File: config.mk
export PLATFORM = sky130hd
export DESIGN_NAME = countdown_ncycle
export DESIGN_NICKNAME = d
export VERILOG_FILES = /design/src/rtl/countdown_ncycle.sv
export SDC_FILE = /design/constraint.sdc
export NUM_CORES = 1
export LEC_CHECK = 0
export ABC_AREA = 1
export ABC_CLOCK_PERIOD_IN_PS = 1800
export CAP_MARGIN = 20
export CORE_MARGIN = 2
export CORE_UTILIZATION = 32
export CTS_BUF_LIST = sky130_fd_sc_hd__clkbuf_2 sky130_fd_sc_hd__clkbuf_4 sky130_fd_sc_hd__clkbuf_8
export DETAILED_ROUTE_END_ITERATION = 12
export MAX_ROUTING_LAYER = met4
export PLACE_DENSITY = 0.66
export SLEW_MARGIN = 10
export SYNTH_ARGS = -nofsm -noshare
export SYNTH_HDL_FRONTEND = slang
export SYNTH_SLANG_ARGS = --single-unit
File: constraint.sdc
create_clock -name clk -period 1.8 [get_ports clk]
set_clock_uncertainty 0.15 [all_clocks]
set_input_delay 0.27 -clock clk [delete_from_list [all_inputs] [get_ports clk]]
set_output_delay 0.27 -clock clk [all_outputs]
set_load 0.01 [all_outputs]
File: src/rtl/countdown_ncycle.sv
// countdown_ncycle: loadable down-counter with one-cycle done pulse on expiry.
// Define COUNTDOWN_AUTORELOAD_EN to reload the start value on expiry instead of stopping.
`default_nettype none

module countdown_ncycle #(
  parameter int NBIT = 5
) (
  input  logic            clk,
  input  logic            reset,
  input  logic            enable,
  input  logic            load,
  input  logic [NBIT-1:0] loadvalue,
  output logic [NBIT-1:0] counterout,
  output logic            busy,
  output logic            done
);

  typedef enum logic [0:0] {
    IDLE = 1'b0,
    RUN  = 1'b1
  } state_t;

  localparam logic [NBIT-1:0] ONE = {{(NBIT-1){1'b0}}, 1'b1};

  state_t          state, state_nxt;
  logic [NBIT-1:0] count_nxt;
  logic            busy_nxt;
  logic            done_nxt;

`ifdef COUNTDOWN_AUTORELOAD_EN
  // Start value is only needed to restart the run on expiry.
  logic [NBIT-1:0] reload, reload_nxt;

  always_ff @(posedge clk or negedge reset) begin
    if (!reset) begin
      reload <= '0;
    end else begin
      reload <= reload_nxt;
    end
  end
`endif

  always_ff @(posedge clk or negedge reset) begin
    if (!reset) begin
      state      <= IDLE;
      counterout <= '0;
      busy       <= 1'b0;
      done       <= 1'b0;
    end else begin
      state      <= state_nxt;
      counterout <= count_nxt;
      busy       <= busy_nxt;
      done       <= done_nxt;
    end
  end

  always_comb begin
    state_nxt  = state;
    count_nxt  = counterout;
    busy_nxt   = busy;
    done_nxt   = 1'b0;
`ifdef COUNTDOWN_AUTORELOAD_EN
    reload_nxt = reload;
`endif

    if (load) begin
      count_nxt = loadvalue;
`ifdef COUNTDOWN_AUTORELOAD_EN
      reload_nxt = loadvalue;
`endif
      if (loadvalue != '0) begin
        state_nxt = RUN;
        busy_nxt  = 1'b1;
      end else begin
        // A zero-length run expires immediately.
        state_nxt = IDLE;
        busy_nxt  = 1'b0;
        done_nxt  = 1'b1;
      end
    end else if (state == RUN && enable) begin
      if (counterout > ONE) begin
        count_nxt = counterout - ONE;
      end else begin
        done_nxt = 1'b1;
`ifdef COUNTDOWN_AUTORELOAD_EN
        count_nxt = reload;
`else
        count_nxt = '0;
        state_nxt = IDLE;
        busy_nxt  = 1'b0;
`endif
      end
    end
  end

endmodule

`default_nettype wire

==> tab_implementation.tex, run 1 <==
\begin{tabular}{lr}
\hline
Metric & Value \\
\hline
\multicolumn{2}{l}{\textbf{Timing}} \\
\quad RSZ-0062 raised after global routing & false \\
\quad Slew @ Worst Pin & 0.350 ns \\
\quad Endpoints failing setup & 0 \\
\quad Final count of hold timing violations & 0 \\
\quad Number of max-slew violations in the final report & 0 \\
\quad Max transition margin & 0.766 \\
\quad Final worst path period share & 0.924 \\
\quad Achievable clock frequency & 601 MHz \\
\quad Clock period minus worst slack & 1.66 ns \\
\quad Final total negative setup slack & 0 ns \\
\multicolumn{2}{l}{\textbf{Synthesis}} \\
\quad Synthesized instance count & 67 \\
\quad Average instance area after synthesis & 6.97 sq um \\
\quad Number of warnings reported in the yosys synthesis log & 0 \\
\quad Portion of the post-synthesis area used by sequential elements & 0.375 \\
\quad Number of library cell types mapped by synthesis & 15 \\
\quad Synthesis-stage register bit count & 7 \\
\quad Synthesized netlist net count & 78 \\
\quad Post-synthesis share of cell area spent on and, or, nand and nor gates & 0.357 \\
\quad Dominant combinational cell family by area after synthesis & simple AND/OR/NAND/NOR gates \\
\quad Arithmetic-cell share of the synthesized area counting full adders, half adders and majority gates & 0.0536 \\
\quad Synthesized-area fraction occupied by ao, oa, aoi and oai cells & 0.0831 \\
\quad Fraction of synthesized area in multiplexers & 0 \\
\quad Post-synth design cell area & 467 sq um \\
\quad Area share of xor/xnor cells in the synthesized design & 0.0188 \\
\multicolumn{2}{l}{\textbf{Detailed routing}} \\
\quad DRC errors left & 0 \\
\quad Total detailed-routing wirelength & 1040 um \\
\quad Pre-Repair DR Iteration Count & 4 \\
\quad Vias per std cell & 4.78 \\
\quad Routed length per placed instance & 10.3 um \\
\quad Vias after detailed routing & 483 \\
\quad Starting DRT DRC Count & 14 \\
\quad DRT antenna net count & 0 \\
\multicolumn{2}{l}{\textbf{Critical path}} \\
\quad Reg-to-reg endpoint & counterout[4]\$\_DFFE\_PN0P\_ \\
\quad Path type of the worst setup path & flip-flop to output port \\
\quad Worst flop-to-flop path startpoint & counterout[1]\$\_DFFE\_PN0P\_ \\
\quad Worst Path Required & 1.38 ns \\
\quad Worst endpoint data arrival time & 1.24 ns \\
\quad FF-to-FF setup slack & 0.43 ns \\
\quad Number of buffers and inverters on the critical path & 1 \\
\quad Kind of end point of the critical path & output port \\
\quad Crit path max-delay cell type & clkdlybuf4s50\_1 \\
\quad Crit path launch type & flip-flop \\
\quad Worst R2R Path Depth & 6 \\
\quad Highest cell delay on the worst timing path & 0.56 ns \\
\quad CP Cell Sequence & clkdlybuf4s50\_1 \\
\quad Maximum fanout count along the critical path & 5 \\
\quad CP top delay family & buffers and inverters \\
\multicolumn{2}{l}{\textbf{Place}} \\
\quad Final GP Congestion & 0.810 \\
\quad Detailed placer's ending HPWL & 818 um \\
\quad Post-Place Cells & 97 \\
\quad I/O Buffers & 15 \\
\multicolumn{2}{l}{\textbf{Finish}} \\
\quad Share of post-route cells with drive strength above 1 & 0.0814 \\
\quad Combined area of the multi-input logic cells & 239 sq um \\
\quad Net total in the final layout & 98 \\
\quad Final non-filler cell total & 101 \\
\quad Number of diodes & 0 \\
\quad Sequential cell area & 175 sq um \\
\quad Area grow syn2layout & 42.6\% \\
\quad Number of fill cells & 145 \\
\multicolumn{2}{l}{\textbf{CTS}} \\
\quad H-tree depth & 1 \\
\quad Clk\_lat worst skew & 0.26 ns \\
\quad CTS max path bufs & 2 \\
\quad Number of sinks driven by the clock tree & 7 \\
\quad CTS clk-pin slew, worst paths & 0.06 ns \\
\quad TritonCTS clock tree & done \\
\quad Hold Buf Count CTS & 0 \\
\quad Count of buffers added by post-CTS timing repair for setup & 0 \\
\quad CTS resizes & 0 \\
\quad CTS Root Cell & clkbuf\_4 \\
\quad Num CTS Buffers & 3 \\
\multicolumn{2}{l}{\textbf{Floorplanning}} \\
\quad Total I/O pin count & 16 \\
\quad Die outline height & 42.2 um \\
\quad Effective utilization at floorplan & 0.350 \\
\quad Row Count & 13 \\
\quad Die area & 1780 sq um \\
\quad Width of the die & 42.2 um \\
\quad Core area & 1330 sq um \\
\multicolumn{2}{l}{\textbf{Job}} \\
\quad Number of max-cap violations & 0 \\
\multicolumn{2}{l}{\textbf{Power and ir drop}} \\
\quad Static leakage & 0.345 nW \\
\quad PwrDens & 877 nW/um\^{}2 \\
\quad Post-layout power & 0.584 mW \\
\quad Worst vdd ir & 0.339 mV \\
\multicolumn{2}{l}{\textbf{GRT}} \\
\quad Vias in the first global route & 408 \\
\quad Global-route wire length before repair & 1790 um \\
\quad Leftover overflow at the end of global routing & 0 \\
\quad Pin count of the biggest net entering global routing & 10 \\
\quad Antenna violations before repair & 0 \\
\quad Aggregate global-route resource usage & 0.139 \\
\multicolumn{2}{l}{\textbf{Run status}} \\
\quad Result of the run & complete, no violations \\
\multicolumn{2}{l}{\textbf{Hold path}} \\
\quad Path type of the worst min-delay path & input port to async pin \\
\hline
\end{tabular}
## synthesized netlist by cell type
| cell | number | area share |
|---|---|---|
| a21oi_1 | 1 | 0.011 |
| nand2_4 | 1 | 0.024 |
| inv_1 | 13 | 0.10 |
| ha_1 | 2 | 0.054 |
| nand4_1 | 7 | 0.094 |
| nand3_1 | 3 | 0.032 |
| o21bai_1 | 1 | 0.016 |
| xor2_1 | 1 | 0.019 |
| o22ai_1 | 1 | 0.013 |
| dfrtp_1 | 7 | 0.38 |
| inv_2 | 1 | 0.0080 |
| nor2_2 | 1 | 0.013 |
| nand2_1 | 19 | 0.15 |
| nor2_1 | 5 | 0.040 |
| o21ai_1 | 4 | 0.043 |
## worst max-delay path by stage
stage,start,to,slack [ns],depth (start not counted)
6_report,counterout[2]$_DFFE_PN0P_,counterout[2],0.14,1
5_1_grt,counterout[2]$_DFFE_PN0P_,counterout[2],0.07,1
4_1_cts,counterout[2]$_DFFE_PN0P_,counterout[2],0.12,1
3_5_place_dp,load,counterout[4]$_DFFE_PN0P_,0.23,6
3_3_place_gp,load,counterout[4]$_DFFE_PN0P_,0.26,6
2_1_floorplan,counterout[1]$_DFFE_PN0P_,counterout[4]$_DFFE_PN0P_,0.50,6
## stage by stage
| stage | utilization | hold slack, ns | cell area, sq um | worst slack (ns) |
|---|---|---|---|---|
| after floorplan | - | -0.176 | 467 | 0.502 |
| after global placement | 0.477 | 0.403 | 636 | 0.261 |
| after detailed placement | 0.477 | 0.385 | 636 | 0.235 |
| after CTS | 0.499 | 0.142 | 666 | 0.122 |
| after global routing | 0.499 | 0.169 | 666 | 0.0701 |
| final | 0.499 | 0.132 | 666 | 0.136 |
## final cells by class
cell class                      count  share of cell area
Tap cell                           15              0.0282
Sequential cell                     7               0.263
Inverter                           14              0.0789
Timing Repair Buffer               15               0.226
Multi-Input combinational cell     46               0.359
Clock buffer                        4              0.0451
## cell families (layout without fill, tap and decap cells)
| family | Yosys count | in the layout |
|---|---|---|
| fa+ha+maj | 2 | 2 |
| simple gates | 36 | 36 |
| flops | 7 | 7 |
| compound gates | 7 | 7 |
| xor+xnor | 1 | 1 |
| buf+inv | 14 | 33 |
## cell usage in the layout (no fill, tap or decap), drive strengths merged
master / netlist / routed
a21oi: 1 / 1
clkbuf: 0 / 4
clkdlybuf4s50: 0 / 15
dfrtp: 7 / 7
ha: 2 / 2
inv: 14 / 14
nand2: 20 / 20
nand3: 3 / 3
nand4: 7 / 7
nor2: 6 / 6
o21ai: 4 / 4
o21bai: 1 / 1
o22ai: 1 / 1
xor2: 1 / 1
## report_power, final
group          total (mW)  internal, mW  leakage [nW]  switching [mW]
combinational       0.213         0.103         0.244           0.111
clock               0.165         0.100        0.0184          0.0646
sequential          0.206         0.181        0.0830          0.0243
## registers in the layout, indices dropped and copies added, names as in the netlist
| register | cells |
|---|---|
| counterout | 5 |
| done | 1 |
| state | 1 |
## routing by layer
layer  vias to the layer above  part of all wire  global-route usage  wire (um)
li1                        255                 -                   -          -
met1                       210              0.51               0.186        530
met2                        14              0.41               0.178        429
met3                         4             0.047              0.0259         49
met4                         0             0.031               0.113         32
met5                         -                 0                   -          0
Power figures use the tool's default switching activity.
==> run 2: changes to the inputs <==
--- a/config.mk
+++ b/config.mk
@@ -12,7 +12,6 @@
 export CORE_UTILIZATION = 32
 export CTS_BUF_LIST = sky130_fd_sc_hd__clkbuf_2 sky130_fd_sc_hd__clkbuf_4 sky130_fd_sc_hd__clkbuf_8
 export DETAILED_ROUTE_END_ITERATION = 12
-export MAX_ROUTING_LAYER = met4
 export PLACE_DENSITY = 0.66
 export SLEW_MARGIN = 10
 export SYNTH_ARGS = -nofsm -noshare
==> tab_implementation.tex, run 2 (synthesis results as in run 1) <==
\begin{tabular}{lr}
\hline
Metric & Value \\
\hline
\multicolumn{2}{l}{\textbf{Critical path}} \\
\quad Path type of the worst setup path & flip-flop to output port \\
\quad Number of buffers and inverters on the critical path & 1 (unchanged) \\
\quad Crit path launch type & flip-flop \\
\quad Worst endpoint data arrival time & 1.24 ns (about the same) \\
\quad Worst Path Required & 1.38 ns (about the same) \\
\quad Kind of end point of the critical path & output port \\
\quad Crit path max-delay cell type & clkdlybuf4s50\_1 \\
\quad CP top delay family & buffers and inverters \\
\quad Maximum fanout count along the critical path & 5 (unchanged) \\
\quad Highest cell delay on the worst timing path & 0.56 ns (about the same) \\
\quad CP Cell Sequence & clkdlybuf4s50\_1 \\
\multicolumn{2}{l}{\textbf{GRT}} \\
\quad Pin count of the biggest net entering global routing & 10 (unchanged) \\
\quad Aggregate global-route resource usage & 0.136 (-0.00371) \\
\quad Antenna violations before repair & 0 (unchanged) \\
\quad Leftover overflow at the end of global routing & 0 (unchanged) \\
\quad Vias in the first global route & 409 (+0.25\%) \\
\quad Global-route wire length before repair & 1780 um (-0.39\%) \\
\multicolumn{2}{l}{\textbf{CTS}} \\
\quad Number of sinks driven by the clock tree & 7 (unchanged) \\
\quad TritonCTS clock tree & done \\
\quad CTS resizes & 0 (unchanged) \\
\quad CTS Root Cell & clkbuf\_4 \\
\quad CTS max path bufs & 2 (unchanged) \\
\quad Count of buffers added by post-CTS timing repair for setup & 0 (unchanged) \\
\quad H-tree depth & 1 (unchanged) \\
\quad Hold Buf Count CTS & 0 (unchanged) \\
\quad CTS clk-pin slew, worst paths & 0.06 ns (about the same) \\
\quad Num CTS Buffers & 3 (unchanged) \\
\quad Clk\_lat worst skew & 0.26 ns (about the same) \\
\multicolumn{2}{l}{\textbf{Place}} \\
\quad Detailed placer's ending HPWL & 818 um (unchanged) \\
\quad I/O Buffers & 15 (unchanged) \\
\quad Post-Place Cells & 97 (unchanged) \\
\quad Final GP Congestion & 0.798 (-1.4\%) \\
\multicolumn{2}{l}{\textbf{Timing}} \\
\quad Final total negative setup slack & 0 ns (unchanged) \\
\quad RSZ-0062 raised after global routing & false \\
\quad Max transition margin & 0.766 (about the same) \\
\quad Slew @ Worst Pin & 0.350 ns (+0.00000942 ns) \\
\quad Clock period minus worst slack & 1.66 ns (+0.000118 ns) \\
\quad Final worst path period share & 0.924 (about the same) \\
\quad Achievable clock frequency & 601 MHz (about the same) \\
\quad Endpoints failing setup & 0 (unchanged) \\
\quad Final count of hold timing violations & 0 (unchanged) \\
\quad Final worst hold slack & 0.132 ns (-0.00000800 ns) \\
\quad Number of max-slew violations in the final report & 0 (unchanged) \\
\multicolumn{2}{l}{\textbf{Power and ir drop}} \\
\quad Static leakage & 0.345 nW (unchanged) \\
\quad Worst vdd ir & 0.339 mV (about the same) \\
\quad PwrDens & 877 nW/um\^{}2 (about the same) \\
\multicolumn{2}{l}{\textbf{Floorplanning}} \\
\quad Width of the die & 42.2 um (unchanged) \\
\quad Die outline height & 42.2 um (unchanged) \\
\quad Die area & 1780 sq um (unchanged) \\
\quad Row Count & 13 (unchanged) \\
\quad Effective utilization at floorplan & 0.350 (unchanged) \\
\quad Core area & 1330 sq um (unchanged) \\
\quad Total I/O pin count & 16 (unchanged) \\
\multicolumn{2}{l}{\textbf{Finish}} \\
\quad Net total in the final layout & 98 (unchanged) \\
\quad Number of diodes & 0 (unchanged) \\
\quad Area grow syn2layout & 42.6\% (unchanged) \\
\quad Share of post-route cells with drive strength above 1 & 0.0814 (unchanged) \\
\quad Leading registers by flop count & counterout: 5 flops, done: 1 flops, state: 1 flops \\
\quad Most common cell after layout, fill and taps aside & nand2\_1 \\
\quad Final non-filler cell total & 101 (unchanged) \\
\quad Max FFs per register & 5 (unchanged) \\
\quad Register name with the most flops & counterout \\
\quad Commonest cells after routing, fill and taps aside & nand2\_1, clkdlybuf4s50\_1, inv\_1 \\
\multicolumn{2}{l}{\textbf{Detailed routing}} \\
\quad Starting DRT DRC Count & 14 (unchanged) \\
\quad DRC errors left & 0 (unchanged) \\
\quad Vias per std cell & 4.78 (unchanged) \\
\quad DRT antenna net count & 0 (unchanged) \\
\quad Routed length per placed instance & 10.3 um (+0.29\%) \\
\quad Vias after detailed routing & 483 (unchanged) \\
\quad Pre-Repair DR Iteration Count & 4 (unchanged) \\
\quad Total detailed-routing wirelength & 1050 um (+0.29\%) \\
\multicolumn{2}{l}{\textbf{Job}} \\
\quad Number of max-cap violations & 0 (unchanged) \\
\multicolumn{2}{l}{\textbf{Hold path}} \\
\quad Path type of the worst min-delay path & input port to async pin \\
\multicolumn{2}{l}{\textbf{Run status}} \\
\quad Result of the run & complete, no violations \\
\hline
\end{tabular}
run 2: cell counts in the layout (fill, tap and decap cells not counted):
No cell type changed its count.
run 2: layout make-up:
class / count / area [sq um]
clock buffer: 4 / 30.0
fill: 145 / 668
inverter: 14 / 52.6
multi-input combinational: 46 / 239
sequential: 7 / 175
tap: 15 / 18.8
timing repair buffer: 15 / 150
run 2: path summary, 6_finish.rpt:
check                                          startpoint                         to  slack (ns)  cells after the start
max in group asynchronous                           reset  counterout[1]$_DFFE_PN0P_        1.11                      1
worst max-delay path            counterout[2]$_DFFE_PN0P_              counterout[2]        0.14                      1
worst min-delay path                                reset  counterout[2]$_DFFE_PN0P_        0.13                      1
min in group clk                        state$_DFFE_PN0P_          state$_DFFE_PN0P_        0.40                      2
worst max register to register  counterout[1]$_DFFE_PN0P_  counterout[4]$_DFFE_PN0P_        0.43                      6
worst min register to register          state$_DFFE_PN0P_          state$_DFFE_PN0P_        0.40                      2
run 2: power by group:
part           internal (mW)  leakage (nW)  switching [mW]
registers              0.181        0.0830          0.0243
logic                  0.103         0.244           0.111
clock network          0.100        0.0184          0.0646
total                  0.384         0.345           0.200
run 2: per-stage QoR:
stage	instance area, sq um	power (mW)	utilization	setup WS, ns
2_1_floorplan	467	0.326	-	0.502
3_3_place_gp	636	0.422	0.477	0.261
3_5_place_dp	636	0.422	0.477	0.235
4_1_cts	666	0.591	0.499	0.122
5_1_grt	666	0.630	0.499	0.0701
6_report	666	0.584	0.499	0.136
run 2: routing by layer:
layer  vias to the layer above  global-route usage  part of all wire
met4                         0               0.113             0.030
met5                         -                   0                 0
li1                        255                   -                 -
met2                        14               0.178              0.41
met1                       210               0.186              0.51
met3                         4              0.0259             0.049
